[src/rtl/fifo_write_arbiter.sv]
// Round-robin arbiter that shares one FIFO write port among NUM_REQ valid/ready producers.
// Latency: a grant starts one cycle after valid in IDLE, with zero-cycle handover; the data path is combinational.
// Backpressure: fifo_full clears the owner's ready in the same cycle; the grant and burst count are held.
module fifo_write_arbiter #(
  parameter int NUM_REQ   = 4,
  parameter int WIDTH     = 8,
  parameter int MAX_BURST = 4
) (
  input  logic                       clk,
  input  logic                       reset,
  input  logic [NUM_REQ-1:0]         req_valid_i,
  input  logic [NUM_REQ*WIDTH-1:0]   req_data_i,
  output logic [NUM_REQ-1:0]         req_ready_o,
  input  logic                       fifo_full_i,
  output logic                       fifo_write_o,
  output logic [WIDTH-1:0]           fifo_data_in_o,
  output logic                       grant_valid_o,
  output logic [$clog2(NUM_REQ)-1:0] grant_id_o,
  output logic [15:0]                stall_cycles_o
);

  localparam int IDW = $clog2(NUM_REQ);
  localparam int BCW = $clog2(MAX_BURST) + 1;

  localparam logic ST_IDLE  = 1'b0;
  localparam logic ST_GRANT = 1'b1;

  localparam logic [IDW-1:0] LAST_ID   = IDW'(NUM_REQ - 1);
  localparam logic [BCW-1:0] LAST_BEAT = BCW'(MAX_BURST - 1);

  logic           state_q, state_d;
  logic [IDW-1:0] owner_q, owner_d;
  logic [IDW-1:0] rr_ptr_q, rr_ptr_d;
  logic [BCW-1:0] burst_cnt_q, burst_cnt_d;
  logic [15:0]    stall_q, stall_d;

  logic           in_grant;
  logic           owner_vld;
  logic           xfer;
  logic           release_grant;
  logic [IDW-1:0] owner_inc;
  logic [IDW-1:0] arb_base;
  logic           sel_found;
  logic [IDW-1:0] sel_idx;
  logic [IDW-1:0] cand_idx;
  int             cand;

  assign in_grant  = (state_q == ST_GRANT);
  assign owner_vld = in_grant && req_valid_i[owner_q];
  assign xfer      = owner_vld && !fifo_full_i;

  // A burst ends on its last beat or as soon as the owner stops offering data.
  assign release_grant = in_grant &&
                         (!req_valid_i[owner_q] || (xfer && (burst_cnt_q == LAST_BEAT)));

  assign owner_inc = (owner_q == LAST_ID) ? '0 : owner_q + IDW'(1);

  // On release the search starts just past the old owner, so it ranks last.
  assign arb_base = in_grant ? owner_inc : rr_ptr_q;

  // Pick the first valid requester at or after arb_base, wrapping modulo NUM_REQ.
  always_comb begin
    sel_found = 1'b0;
    sel_idx   = '0;
    cand      = 0;
    cand_idx  = '0;
    for (int k = NUM_REQ - 1; k >= 0; k--) begin
      cand = int'(arb_base) + k;
      if (cand >= NUM_REQ) begin
        cand = cand - NUM_REQ;
      end
      cand_idx = IDW'(cand);
      if (req_valid_i[cand_idx]) begin
        sel_found = 1'b1;
        sel_idx   = cand_idx;
      end
    end
  end

  // Next state: arbitrate when idle or releasing, otherwise count beats of the held burst.
  always_comb begin
    state_d     = state_q;
    owner_d     = owner_q;
    rr_ptr_d    = rr_ptr_q;
    burst_cnt_d = burst_cnt_q;
    if (!in_grant || release_grant) begin
      if (release_grant) begin
        rr_ptr_d = owner_inc;
      end
      burst_cnt_d = '0;
      if (sel_found) begin
        state_d = ST_GRANT;
        owner_d = sel_idx;
      end else begin
        state_d = ST_IDLE;
        owner_d = '0;
      end
    end else if (xfer) begin
      burst_cnt_d = burst_cnt_q + BCW'(1);
    end
  end

  // Count cycles where the owner had data but the FIFO was full, saturating at all-ones.
  always_comb begin
    stall_d = stall_q;
    if (owner_vld && fifo_full_i && (stall_q != 16'hFFFF)) begin
      stall_d = stall_q + 16'd1;
    end
  end

  // State registers; reset abandons any burst and restarts arbitration from index 0.
  always_ff @(posedge clk or posedge reset) begin
    if (reset) begin
      state_q     <= ST_IDLE;
      owner_q     <= '0;
      rr_ptr_q    <= '0;
      burst_cnt_q <= '0;
      stall_q     <= '0;
    end else begin
      state_q     <= state_d;
      owner_q     <= owner_d;
      rr_ptr_q    <= rr_ptr_d;
      burst_cnt_q <= burst_cnt_d;
      stall_q     <= stall_d;
    end
  end

  // Only the owner sees ready, and only while the FIFO has room.
  always_comb begin
    req_ready_o = '0;
    if (in_grant) begin
      req_ready_o[owner_q] = !fifo_full_i;
    end
  end

  assign fifo_write_o   = xfer;
  assign fifo_data_in_o = in_grant ? req_data_i[owner_q*WIDTH +: WIDTH] : '0;
  assign grant_valid_o  = in_grant;
  assign grant_id_o     = owner_q;
  assign stall_cycles_o = stall_q;

endmodule

[config.mk]
export PLATFORM = sky130hd
export DESIGN_NAME = fifo_write_arbiter
export DESIGN_NICKNAME = d
export VERILOG_FILES = /design/src/rtl/fifo_write_arbiter.sv
export SDC_FILE = /design/constraint.sdc
export NUM_CORES = 1
export LEC_CHECK = 0
export CORE_MARGIN = 2
export CORE_UTILIZATION = 44
export CTS_CLUSTER_SIZE = 40
export DETAILED_ROUTE_END_ITERATION = 7
export PLACE_DENSITY = 0.9
export SETUP_SLACK_MARGIN = 0.4
export SYNTH_ARGS = -nofsm -noshare
export SYNTH_HDL_FRONTEND = slang
export SYNTH_SLANG_ARGS = --single-unit
[constraint.sdc]
create_clock -name clk -period 4.4 [get_ports clk]
set_input_delay 0.88 -clock clk [delete_from_list [all_inputs] [get_ports clk]]
set_output_delay 0.88 -clock clk [all_outputs]
set_load 0.02 [all_outputs]
==> results of run 1 <==
routing by layer:
metal,GRT usage,part of all wire
met2,0.352,0.54
met3,0.0414,0.025
met5,0,0
met1,0.276,0.43
met4,0.0528,0.0089
layout make-up:
| type | count | area [sq um] |
|---|---|---|
| Fill cell | 268 | 1030 |
| Multi-Input combinational cell | 114 | 900 |
| Timing Repair Buffer | 70 | 701 |
| Sequential cell | 24 | 601 |
| Tap cell | 46 | 57.6 |
| Clock buffer | 4 | 36.3 |
| Inverter | 4 | 15.0 |
cells by family (layout without fill, tap and decap cells):
group | Yosys count | in the layout | share of synthesized area
adder cells (fa/ha/maj) | 7 | 7 | 0.0572
flip-flops | 24 | 24 | 0.392
multiplexers | 13 | 13 | 0.160
AO/OA/AOI/OAI | 11 | 11 | 0.0474
buffers and inverters | 8 | 78 | 0.0204
AND/OR/NAND/NOR | 68 | 68 | 0.237
XOR/XNOR | 15 | 15 | 0.0858
where the power goes:
group          total (W)  switching (W)  internal (W)  leakage [nW]
Sequential      0.000362      0.0000918      0.000270         0.314
Combinational   0.000623       0.000278      0.000345         0.640
Clock           0.000112      0.0000613     0.0000506        0.0210
cells in the final DEF (no fill, tap or decap), types with 2 or more instances in the layout:
cell / instances
sky130_fd_sc_hd__clkdlybuf4s50_1: 70
sky130_fd_sc_hd__dfrtp_1: 24
sky130_fd_sc_hd__nand2_1: 14
sky130_fd_sc_hd__and2_1: 13
sky130_fd_sc_hd__nor2_1: 12
sky130_fd_sc_hd__mux4_2: 9
sky130_fd_sc_hd__xor2_1: 8
sky130_fd_sc_hd__xnor2_1: 7
sky130_fd_sc_hd__ha_1: 7
sky130_fd_sc_hd__nand3_1: 6
sky130_fd_sc_hd__nor3_1: 5
sky130_fd_sc_hd__a21oi_1: 5
sky130_fd_sc_hd__nand4_1: 4
sky130_fd_sc_hd__inv_1: 4
sky130_fd_sc_hd__and3_1: 3
sky130_fd_sc_hd__clkbuf_4: 3
sky130_fd_sc_hd__nand2b_1: 2
sky130_fd_sc_hd__mux2_2: 2
sky130_fd_sc_hd__mux2i_1: 2
sky130_fd_sc_hd__nor4_1: 2
registers in the layout, summed over array words and instances (netlist names):
signal and count:
grant_id_o 2, grant_valid_o 1, rr_ptr_q 2, burst_cnt_q 3
stall_cycles_o 16
critical path: cells and delay by family:
| family | cells | cell delay [ns] |
|---|---|---|
| buf+inv | 2 | 1.04 |
| mux | 1 | 0.55 |
| simple gates | 1 | 0.16 |
path summary, 6_finish.rpt:
| check | from | to | depth (start not counted) |
|---|---|---|---|
| max | req_valid_i[1] | fifo_write_o | 4 |
| min | stall_cycles_o[15]$_DFFE_PP0P_ | stall_cycles_o[15]$_DFFE_PP0P_ | 1 |
| max reg2reg | grant_id_o[0]$_DFFE_PP0P_ | grant_id_o[1]$_DFFE_PP0P_ | 7 |
| min reg2reg | stall_cycles_o[15]$_DFFE_PP0P_ | stall_cycles_o[15]$_DFFE_PP0P_ | 1 |
| max in group asynchronous | reset | rr_ptr_q[0]$_DFFE_PP0P_ | 2 |
| min in group asynchronous | reset | burst_cnt_q[1]$_DFFE_PP0P_ | 2 |
metrics by stage:
stage / util / cell area [sq um] / total power [W] / cells
6_report: 0.692 / 2310 / 0.00110 / 262
5_1_grt: 0.692 / 2310 / 0.00118 / 262
4_1_cts: 0.692 / 2310 / 0.00111 / 262
3_5_place_dp: 0.681 / 2270 / 0.000996 / 258
3_3_place_gp: 0.681 / 2270 / 0.000975 / 258
2_1_floorplan: - / 1530 / 0.000731 / 146
==> impl.org, run 1 <==
** Status
- Status :: completed

** Place
- Post-Place Setup Slack :: ~0.9 ns
- Weighted congestion reported at the end of routability-driven placement :: ~0.8
- IO Port Bufs :: 70
- HPWL reported at the end of detailed placement :: between 3000 and 4000 um

** CTS
- CTS built an H-tree with a depth of 1.
- TritonCTS built the clock tree.
- Master cell of the clock root buffer :: sky130_fd_sc_hd__clkbuf_4
- Clock sink count :: 24
- No sink is reached through more buffers than the 2 on the longest clock path.
- Setup Fix Bufs, Post-CTS :: 0
- Gates resized during post-CTS repair numbered 0.
- TritonCTS Buffers :: 3
- After clock tree synthesis, the clock-pin slew on the worst setup and hold paths is roughly 0.12 ns.
- At the later pin of the worst-skew pair, clock insertion delay measures slightly above 0.3 ns.
- Post-CTS Hold Fix Bufs :: 0

** Synthesis
- For this run, the number of Yosys warnings is 0.
- Net count of the mapped netlist :: around 190
- Yosys top cell by area :: sky130_fd_sc_hd__dfrtp_1
- In the post-synthesis netlist, the cell with the most instances is sky130_fd_sc_hd__dfrtp_1.
- In this run, synthesis produced a sequential element count of 24.
- Post-Synthesis Cells :: about 150
- Sequential area share after synthesis :: 0.392
- After synthesis, the share of flip-flops with an asynchronous set or reset is 1.00.
- Distinct cell type count of the synthesized netlist :: 33
- The share of synthesized area in the top cell type comes to 0.392.
- By count the netlist is led by sky130_fd_sc_hd__dfrtp_1, sky130_fd_sc_hd__nand2_1, sky130_fd_sc_hd__and2_1, sky130_fd_sc_hd__nor2_1, sky130_fd_sc_hd__mux4_2.
- Netlist area before placement :: 1530 sq um
- Syn Area/Cell :: around 10 sq um
- Counting flops with a built-in enable in the synthesized netlist gives 0.
- Yosys attributes the largest share of cell area to sky130_fd_sc_hd__dfrtp_1, sky130_fd_sc_hd__mux4_2, sky130_fd_sc_hd__ha_1.
- Among all flip-flop cells after synthesis, the most frequent one is sky130_fd_sc_hd__dfrtp_1.

** Global route
- Across every metal layer, demand over resource in global routing totals 0.209.
- Wire length of the first global-routing pass :: 6610 um
- Remaining global-route overflow :: 0
- The number of antenna violations at the first check in global routing came to 0.
- Entering global routing, the biggest net connects 25 pins.
- Number of global-route vias before repair :: 1309

** Job
- Reported max-cap violation count :: 0

** Routing
- Detail-routed net length per standard cell :: between 10 and 15 um
- Total via count after detailed routing :: around 1400
- After the first detailed-routing iteration, the DRC count stood at 65.
- Count of TritonRoute iterations in the first routing pass :: 5
- Post-detailed-routing wire length :: between 3000 and 4000 um
- Average vias per placed instance :: 5.16
- In this run the remaining antenna-violating nets after routing total 0.
- For this run, design rule violations remaining after detail routing come to 0.

** Floorplan
- The initial utilization of the core area, before any placement, comes to 0.459.
- The die covers roughly 4000 sq um.
- The floorplan has 21 rows.
- Die Y-Extent :: about 63 um
- Total I/O pin count :: 71
- Core footprint :: about 3300 sq um
- Horizontal die dimension :: approximately 63 um

** Timing
- Worst clock skew :: around 0.0046 ns
- In the finished design, the share of the clock period the worst path needs comes to 0.797.
- Setup violations remaining at the end of the flow were counted as 0.
- The max-slew violation count came to 0.
- At the pin with the least slew margin, the transition time is 0.886 ns.
- The worst path meets setup with about 0.89 ns of slack.
- Number of failing hold endpoints at the final stage :: 0
- Final TNS setup :: 0 ns
- Hold is met by just over 0.5 ns.
- Worst slew margin relative to its limit :: 0.409
- Unrepaired setup endpoints after global routing :: no
- Highest clock rate :: between 0.2 and 0.3 GHz
- Subtracting the final worst setup slack from the clock period gives 3.51 ns.

** Pwr
- The analysis attributes to cell leakage a power of 0.975 nW.
- IR analysis of the VDD net gives a maximum drop of between 0.2 and 0.3 mV.
- In this run the power density over the cells is 475 nW/um^2.

** Setup path
- The signal on the critical path passes through clkdlybuf4s50_1, mux4_2, and2_1, clkdlybuf4s50_1.
- Kind of start point of the critical path :: input pin
- Critical path peak fanout :: 6
- Data arrival at the endpoint of the critical path :: between 2 and 3 ns
- Required arrival time at the worst endpoint :: between 3 and 4 ns
- Critical setup path kind :: in2out
- Flop2flop setup slack :: between 1.5 and 2 ns
- Worst path most repeated cell :: sky130_fd_sc_hd__clkdlybuf4s50_1
- In this design, the stage delay of the slowest critical-path cell is between 0.5 and 0.6 ns.
- CP endpoint kind :: primary output
- The slowest stage of the critical path is the sky130_fd_sc_hd__mux4_2 cell.

** Final layout
- The number of antenna diodes in the final layout is 0.
- The area growth from synthesis to layout is 50.8%.
- Of the cells placed in the final design, the portion with a size suffix greater than 1 is 0.0833.
- In the final design database the tool counted 263 nets.

** Worst hold path
- In this run the worst hold path is classified as reg2reg.
(Power assumes the default switching activity.)
==> inputs of run 2 (changes only) <==
CORE_UTILIZATION = 37   (was 44)
PLACE_DENSITY = 0.81   (was 0.9)
clock period = 2.9 ns   (was 4.4 ns; I/O delays follow)
==> run 2 against run 1 <==
  * Global-route usage fell by 3.0 points
  * Clock skew fell by 0.0017 ns
  * Worst setup slack got worse by 0.45 ns
  * Register-to-register slack got worse by 1.1 ns
  * Clock-buffer cell count fell by 1
  * Critical endpoint is now fifo_data_in_o[0]
==> impl.org, run 2 (same netlist as run 1, synthesis figures left out) <==
** Final layout
- The fraction of final layout cells with drive strength greater than 1 was 0.148 (+0.0646).
- N_diodes :: 0 (unchanged)
- Compared with the post-synthesis result, the final layout area differs by 55.1%.
- Number of standard cells in the final layout excluding fillers :: 273 (+4.2%)
- Net count of the finished layout :: 270 (+2.7%)
- Max FFs per register :: 16 (unchanged)
- The utilization of the core after routing came to 0.594 (-0.0985).
- Leaving out fill and tap cells, the most frequent cell in the layout is sky130_fd_sc_hd__clkdlybuf4s50_1.
- Leading cell types in the layout, fill and taps excluded :: sky130_fd_sc_hd__clkdlybuf4s50_1, sky130_fd_sc_hd__dfrtp_1, sky130_fd_sc_hd__nand2_1
- Count of fill cells added during filler insertion :: 341 (+27%)

** Timing
- Final setup violating endpoints :: 0 (unchanged)
- Worst clock skew :: 0.00293 ns (-0.00169 ns)
- Unrepaired setup endpoints after global routing :: no
- Count of final max-slew check failures :: 0 (unchanged)
- The worst-margin pin slew was 0.503 ns (-0.383 ns).
- The worst setup slack after layout is 0.438 ns (-0.454 ns).
- Worst slew margin relative to its limit :: 0.664 (+0.256)
- In the finished design, the share of the clock period the worst path needs comes to 0.849.
- Based on the critical path, the design can be clocked at up to about 0.41 GHz.
- Number of failing hold endpoints at the final stage :: 0 (unchanged)
- The accumulated negative setup slack was 0 ns (unchanged).
- After layout, the minimum clock period comes to roughly 2.5 ns.

** Worst hold path
- The worst hold path cell count was 1 (unchanged).
- The min-delay analysis places its worst path in the category reg2reg.

** Routing
- The detailed-route wire length is 3880 um (+1.3%).
- Total via count after detailed routing :: 1385 (+2.4%)
- The number of nets with antenna violations after detailed routing came to 0 (unchanged).
- DRC violation total after the first TritonRoute iteration :: 58 (-11%)
- The average detailed-routed wire length per instance was 14.2 um (-2.8%).
- Number of remaining DRC errors :: 0 (unchanged)
- Average vias per placed instance :: 5.07 (-1.8%)
- The number of search-and-repair iterations in the first detailed-routing pass is 4 (-1).

** Global route
- The number of antenna violations at the first check in global routing came to 0 (unchanged).
- Remaining global-route overflow :: 0 (unchanged)
- Wire length of the first global-routing pass :: 6330 um (-4.2%)
- Number of global-route vias before repair :: 1342 (+2.5%)
- Maximum number of pins on one net before global-route repair :: 25 (unchanged)
- Global Route Usage Sum :: 0.179 (-0.0305)

** Place
- IO Port Bufs :: 70 (unchanged)
- HPWL reported at the end of detailed placement :: 3060 um (-0.56%)
- Post-Place Setup Slack :: 0.0874 ns (-0.809 ns)
- The weighted congestion reported at the end of routability-driven placement came to 0.776 (-0.60%).
- Count of placed standard cells including taps :: 269 (+4.3%)

** CTS
- The number of buffers created by CTS was 3 (unchanged).
- The register clock-pin slew on the reported worst setup and hold paths is 0.08 ns (-0.04 ns).
- The maximum root-to-sink buffer count was 2 (unchanged).
- Clock tree from TritonCTS :: yes
- The source-to-sink clock delay at the later pin of the worst-skew pair was 0.26 ns (-0.05 ns).
- Master cell of the clock root buffer :: sky130_fd_sc_hd__clkbuf_8
- The number of H-tree levels was 1 (unchanged).
- The number of buffers inserted by post-CTS setup repair was 0 (unchanged).
- Clock sink count :: 24 (unchanged)

** Pwr
- The leakage power figure came to 1.04 nW (+7.2%).
- Power consumption :: 0.00175 W (+60%)
- The ratio of total power to cell area was 736 nW/um^2 (+55%).
- The largest vdd supply drop came to 0.472 mV (+72%).

** Job
- The reported max-cap violation count was 0 (unchanged).

** Floorplan
- The die footprint came to 4670 sq um (+18%).
- Total I/O pin count :: 71 (unchanged)
- The count of standard-cell rows came to 23 (+9.5%).
- Die Y-Extent :: 68.3 um (+8.5%)
- The x dimension of the die was 68.3 um (+8.5%).
- The floorplan core area came to 4000 sq um (+20%).
- The effective utilization at floorplan is 0.383 (-0.0761).

** Setup path
- Logic depth of the worst register-to-register path :: 7 (unchanged)
- STA classifies the critical path startpoint as an input pin.
- CP endpoint kind :: primary output
- The required time reported for the critical path endpoint is 2.32 ns (-1.20 ns).
- Critical setup path kind :: in2out
- Critical path peak fanout :: 1 (-5)
- Data arrival at the endpoint of the critical path :: 1.88 ns (-0.75 ns)

** Status
- The flow ran to the end, and the final reports show no timing, DRC or antenna violations.
-- run 2: changes by cell type in the layout (fill, tap and decap cells not counted), moves of 2 or more --
cell,before,now
sky130_fd_sc_hd__buf_4,0,6
sky130_fd_sc_hd__clkbuf_2,0,5
sky130_fd_sc_hd__clkbuf_4,3,0
sky130_fd_sc_hd__clkbuf_8,1,3
sky130_fd_sc_hd__clkdlybuf4s15_1,0,3
sky130_fd_sc_hd__clkdlybuf4s50_1,70,57
sky130_fd_sc_hd__dlygate4sd2_1,0,4
-- run 2: routing by layer --
layer	GRT usage	routed length, um
met4	0.0150	0
met2	0.322	2060
met1	0.237	1720
met5	0	0
met3	0.0247	97
-- run 2: repair_timing --
action | in CTS | in global routing
setup endpoints to repair | 13 | 9
hold endpoints to repair | 0 | 0
hold buffers | 0 | 0
resized for setup | 19 | 13
-- run 2: area by class of cell --
class / count / area, sq um / area share
Clock inverter: 1 / 30.0 / 0.0126
Timing Repair Buffer: 77 / 722 / 0.304
Tap cell: 50 / 62.6 / 0.0263
Clock buffer: 3 / 41.3 / 0.0174
Sequential cell: 24 / 602 / 0.253
Multi-Input combinational cell: 114 / 902 / 0.380
Inverter: 4 / 15.0 / 0.00632
-- run 2: path summary, 6_finish.rpt --
kind,slack [ns],to,from
setup / recovery,0.44,fifo_data_in_o[0],req_data_i[24]
hold / removal,0.50,stall_cycles_o[15]$_DFFE_PP0P_,stall_cycles_o[15]$_DFFE_PP0P_
setup reg to reg,0.74,grant_id_o[1]$_DFFE_PP0P_,grant_id_o[1]$_DFFE_PP0P_
hold reg to reg,0.50,stall_cycles_o[15]$_DFFE_PP0P_,stall_cycles_o[15]$_DFFE_PP0P_
max in group asynchronous,1.99,grant_id_o[1]$_DFFE_PP0P_,reset
min in group asynchronous,0.66,stall_cycles_o[15]$_DFFE_PP0P_,reset
-- run 2: stage by stage --
| step | hold slack [ns] | cell area, sq um |
|---|---|---|
| 3_3_place_gp | 0.483 | 2330 |
| 2_1_floorplan | 0.480 | 1530 |
| 3_5_place_dp | 0.491 | 2330 |
| 6_report | 0.498 | 2370 |
| 4_1_cts | 0.503 | 2390 |
| 5_1_grt | 0.525 | 2370 |
-- run 2: critical path, cell delays in order --
cell and delay (ns):
sky130_fd_sc_hd__clkdlybuf4s50_1 0.39, sky130_fd_sc_hd__mux4_2 0.46, sky130_fd_sc_hd__and2_1 0.16, sky130_fd_sc_hd__clkdlybuf4s15_1 0.29
-- run 2: report_power, final --
part,total [W],switching (W),internal [W]
Sequential,0.000509,0.0000970,0.000412
Clock,0.000287,0.000102,0.000184
Combinational,0.000953,0.000464,0.000489
Total,0.00175,0.000663,0.00109
==> inputs of run 3 (changes only) <==
clock period = 2 ns   (was 2.9 ns; I/O delays follow)
==> run 3 against run 2 <==
  * The run now ends with setup timing left
  * Hold slack worse by 0.024 ns
  * Clock skew increased by 0.0015 ns
  * Clock power grew 5%
  * Die area did not move
  * Via count increased by 14%
  * Utilization up 14 points
  * Sequential power grew 45%
  * Design area up 23%
  * Final cell count grew 8.8%
  * Non-clock buffer count grew 24
  * Sequential share of layout area is 4.7 points lower
  * Wire length is 37% higher
  * Critical path type is now reg2out
==> impl.org, run 3 (same netlist as run 1, synthesis figures left out) <==
** Status
- Status :: complete, but fails checks
- Violations in the final reports :: setup timing

** Floorplan
- The count of standard-cell rows was 23 (unchanged).
- The I/O pin count came to 71 (unchanged).
- Core footprint :: 4000 sq um (unchanged)
- The vertical extent of the die was 68.3 um (unchanged).
- The x dimension of the die came to 68.3 um (unchanged).
- Full die area :: 4670 sq um (unchanged)
- Initial Utilization :: 0.383 (unchanged)

** Pwr
- The cell-internal power was 0.00210 W (+93%).
- Net switching fraction of the power :: 0.385 (+0.00512)
- The ratio of total power to cell area came to 1170 nW/um^2 (+59%).
- Power consumption :: 0.00341 W (+95%)
- Leakage dissipation :: 1.42 nW (+36%)
- Clock share of power :: 0.089 (-0.075)
- The total net switching power was 0.00131 W (+98%).
- Worst IR drop on VDD :: 0.882 mV (+87%)
- Combinational power share :: 0.694 (+0.149)
- Sequential Power Share :: 0.217 (-0.074)

** Final layout
- Leading cell types in the layout, fill and taps excluded :: sky130_fd_sc_hd__clkdlybuf4s50_1, sky130_fd_sc_hd__dfrtp_1, sky130_fd_sc_hd__buf_6
- Storage element area :: 604 sq um (+0.42%)
- The count of fill cells added during filler insertion came to 254 (-26%).
- Max FFs per register :: 16 (unchanged)
- The library cell used most frequently in the layout, excluding fill and tap cells, is sky130_fd_sc_hd__clkdlybuf4s50_1.
- Net count of the finished layout :: 294 (+8.9%)
- The multi-input gate area in the final layout came to 1180 sq um (+31%).
- The antenna diode instance count is 0 (unchanged).
- Relative to the synthesized area, the layout overhead comes to 90.8%.
- Utilization of the core after routing :: 0.730 (+0.137)
- The fraction of final layout cells with drive strength greater than 1 was 0.445 (+0.297).

** Routing
- ANT nets after route :: 0 (unchanged)
- Count of TritonRoute iterations in the first routing pass :: 4 (unchanged)
- The routed via count divided by cell count was 5.32 (+4.8%).
- Total via count after detailed routing :: 1579 (+14%)
- Detail-routed net length per standard cell :: 17.9 um (+26%)
- Post-detailed-routing wire length :: 5320 um (+37%)
- DRC violation total after the first TritonRoute iteration :: 65 (+12%)
- The residual DRC count came to 0 (unchanged).

** Setup path
- Kind of start point of the critical path :: flop
- The largest incremental delay on the critical path came to 0.50 ns (+0.04 ns).
- The required time reported for the critical path endpoint came to 1.60 ns (-0.72 ns).
- Cell family with the largest share of critical-path delay :: multiplexers
- For this design, the slowest cell found on the critical path is sky130_fd_sc_hd__mux4_2.
- Combined buffer and inverter count along the critical path :: 3 (+1)
- The largest fanout on the critical path was 5 (+4).
- In this run the worst setup path begins at grant_id_o[0]$_DFFE_PP0P_.
- Cells traversed along the worst timing path :: buf_6, buf_12, mux4_2, and2_4, buf_6
- Among the stages of the critical path, the cell type that occurs most often is sky130_fd_sc_hd__buf_6.
- Critical register-to-register path startpoint :: grant_id_o[0]$_DFFE_PP0P_
- Data arrival at the endpoint of the critical path :: 1.68 ns (-0.20 ns)
- Critical setup path kind :: reg2out
- CP endpoint kind :: primary output

** CTS
- H-Tree Depth :: 1 (unchanged)
- TritonCTS Buffers :: 3 (unchanged)
- The register clock-pin slew on the reported worst setup and hold paths is 0.08 ns (about the same).
- The source-to-sink clock delay at the later pin of the worst-skew pair came to 0.28 ns (+0.02 ns).
- The hold buffer count at CTS was 0 (unchanged).
- The maximum root-to-sink buffer count came to 2 (unchanged).
- The TritonCTS sink count was 24 (unchanged).
- The tree is rooted in a sky130_fd_sc_hd__clkbuf_8.
- Clock tree from TritonCTS :: yes

** Timing
- Worst slew margin relative to its limit :: 0.563 (-0.101)
- Period utilization :: 1.04
- Final Worst Setup Slack :: -0.0753 ns (-0.514 ns)
- The total of endpoints with negative setup slack in the final report is 15 (+15).
- The final hold violation count was 0 (unchanged).
- Highest clock rate :: 0.482 GHz
- The worst-margin pin slew is 0.651 ns (+0.147 ns).
- The max-slew violation count was 0 (unchanged).
- The maximum clock skew at final layout was 0.00440 ns (+0.00147 ns).
- Final TNS setup :: -0.702 ns (-0.702 ns)
- For the finished layout, the period the worst path requires is slightly above 2 ns.
- Unrepaired setup endpoints after global routing :: yes

** Global route
- GRT met3 Usage :: 0.0378 (+0.0132)
- Met2 capacity usage during global routing :: 0.381 (+0.0595)
- Most used routing layer in global routing :: met2
- The global route total overflow is 0 (unchanged).
- GR Util met1 :: 0.271 (+0.0340)
- The total global routing track utilization was 0.219 (+0.0406).
- The first-pass GRT wire length was 7470 um (+18%).
- Maximum number of pins on one net before global-route repair :: 25 (unchanged)
- Initial antenna violation count :: 0 (unchanged)
- Number of global-route vias before repair :: 1524 (+14%)

** Worst hold path
- The tightest min-delay check is of the in2async type.

** Place
- HPWL reported at the end of detailed placement :: 3340 um (+9.2%)
- The port buffer count is 70 (unchanged).
- The weighted congestion reported at the end of routability-driven placement is 0.777 (+0.13%).

** Job
- The reported max-cap violation count was 0 (unchanged).
## run 3: stage by stage
stage	hold slack (ns)	setup slack, ns	cells	instance area [sq um]
finish	0.474	-0.0753	297	2920
global route	0.508	-0.155	297	2920
CTS	0.496	-0.119	293	2720
detailed placement	0.487	-0.469	280	2510
global placement	0.479	-0.442	280	2510
floorplan	0.414	0.170	146	1620
## run 3: path summary, 6_finish.rpt
check / endpoint / slack, ns / depth (start not counted)
setup / recovery: fifo_data_in_o[1] / -0.08 / 5
hold / removal: stall_cycles_o[4]$_DFFE_PP0P_ / 0.47 / 3
setup reg to reg: stall_cycles_o[12]$_DFFE_PP0P_ / -0.06 / 7
hold reg to reg: stall_cycles_o[15]$_DFFE_PP0P_ / 0.50 / 1
max in group asynchronous: grant_id_o[0]$_DFFE_PP0P_ / 1.28 / 3
min in group clk: grant_valid_o$_DFFE_PP0P_ / 0.47 / 4
## run 3: area by class of cell
type | instances | share of cell area
Tap cell | 50 | 0.0214
Multi-Input combinational cell | 114 | 0.404
Timing Repair Buffer | 101 | 0.345
Sequential cell | 24 | 0.207
Clock buffer | 4 | 0.0154
Inverter | 4 | 0.00685
## run 3: power by group through the flow
stage | clock [W] | combinational (W) | sequential [W]
CTS | 0.000300 | 0.00211 | 0.000729
floorplan | 0 | 0.00101 | 0.000810
detailed placement | 0 | 0.00178 | 0.000780
global placement | 0 | 0.00174 | 0.000777
finish | 0.000302 | 0.00237 | 0.000740
global route | 0.000326 | 0.00254 | 0.000758
## run 3: worst register-to-register path, cell delays in order (launching register included)
cell and delay, ns:
sky130_fd_sc_hd__dfrtp_2 0.42, sky130_fd_sc_hd__buf_6 0.12, sky130_fd_sc_hd__mux4_2 0.37, sky130_fd_sc_hd__buf_6 0.13
sky130_fd_sc_hd__nand3_4 0.08, sky130_fd_sc_hd__or4_4 0.54, sky130_fd_sc_hd__nor2_2 0.14, sky130_fd_sc_hd__xor2_1 0.17
## run 3: metal layers
metal  vias to the layer above  part of all wire
li1                        727                 -
met4                         0             0.052
met5                         -                 0
met2                        53              0.52
met1                       776              0.40
met3                        23             0.035
## run 3: what timing repair did
action | in CTS | in global routing
setup buffers | 9 | 4
gates resized for setup | 123 | 39
pin swaps | 14 | 14
endpoints found under the setup margin | 52 | 39
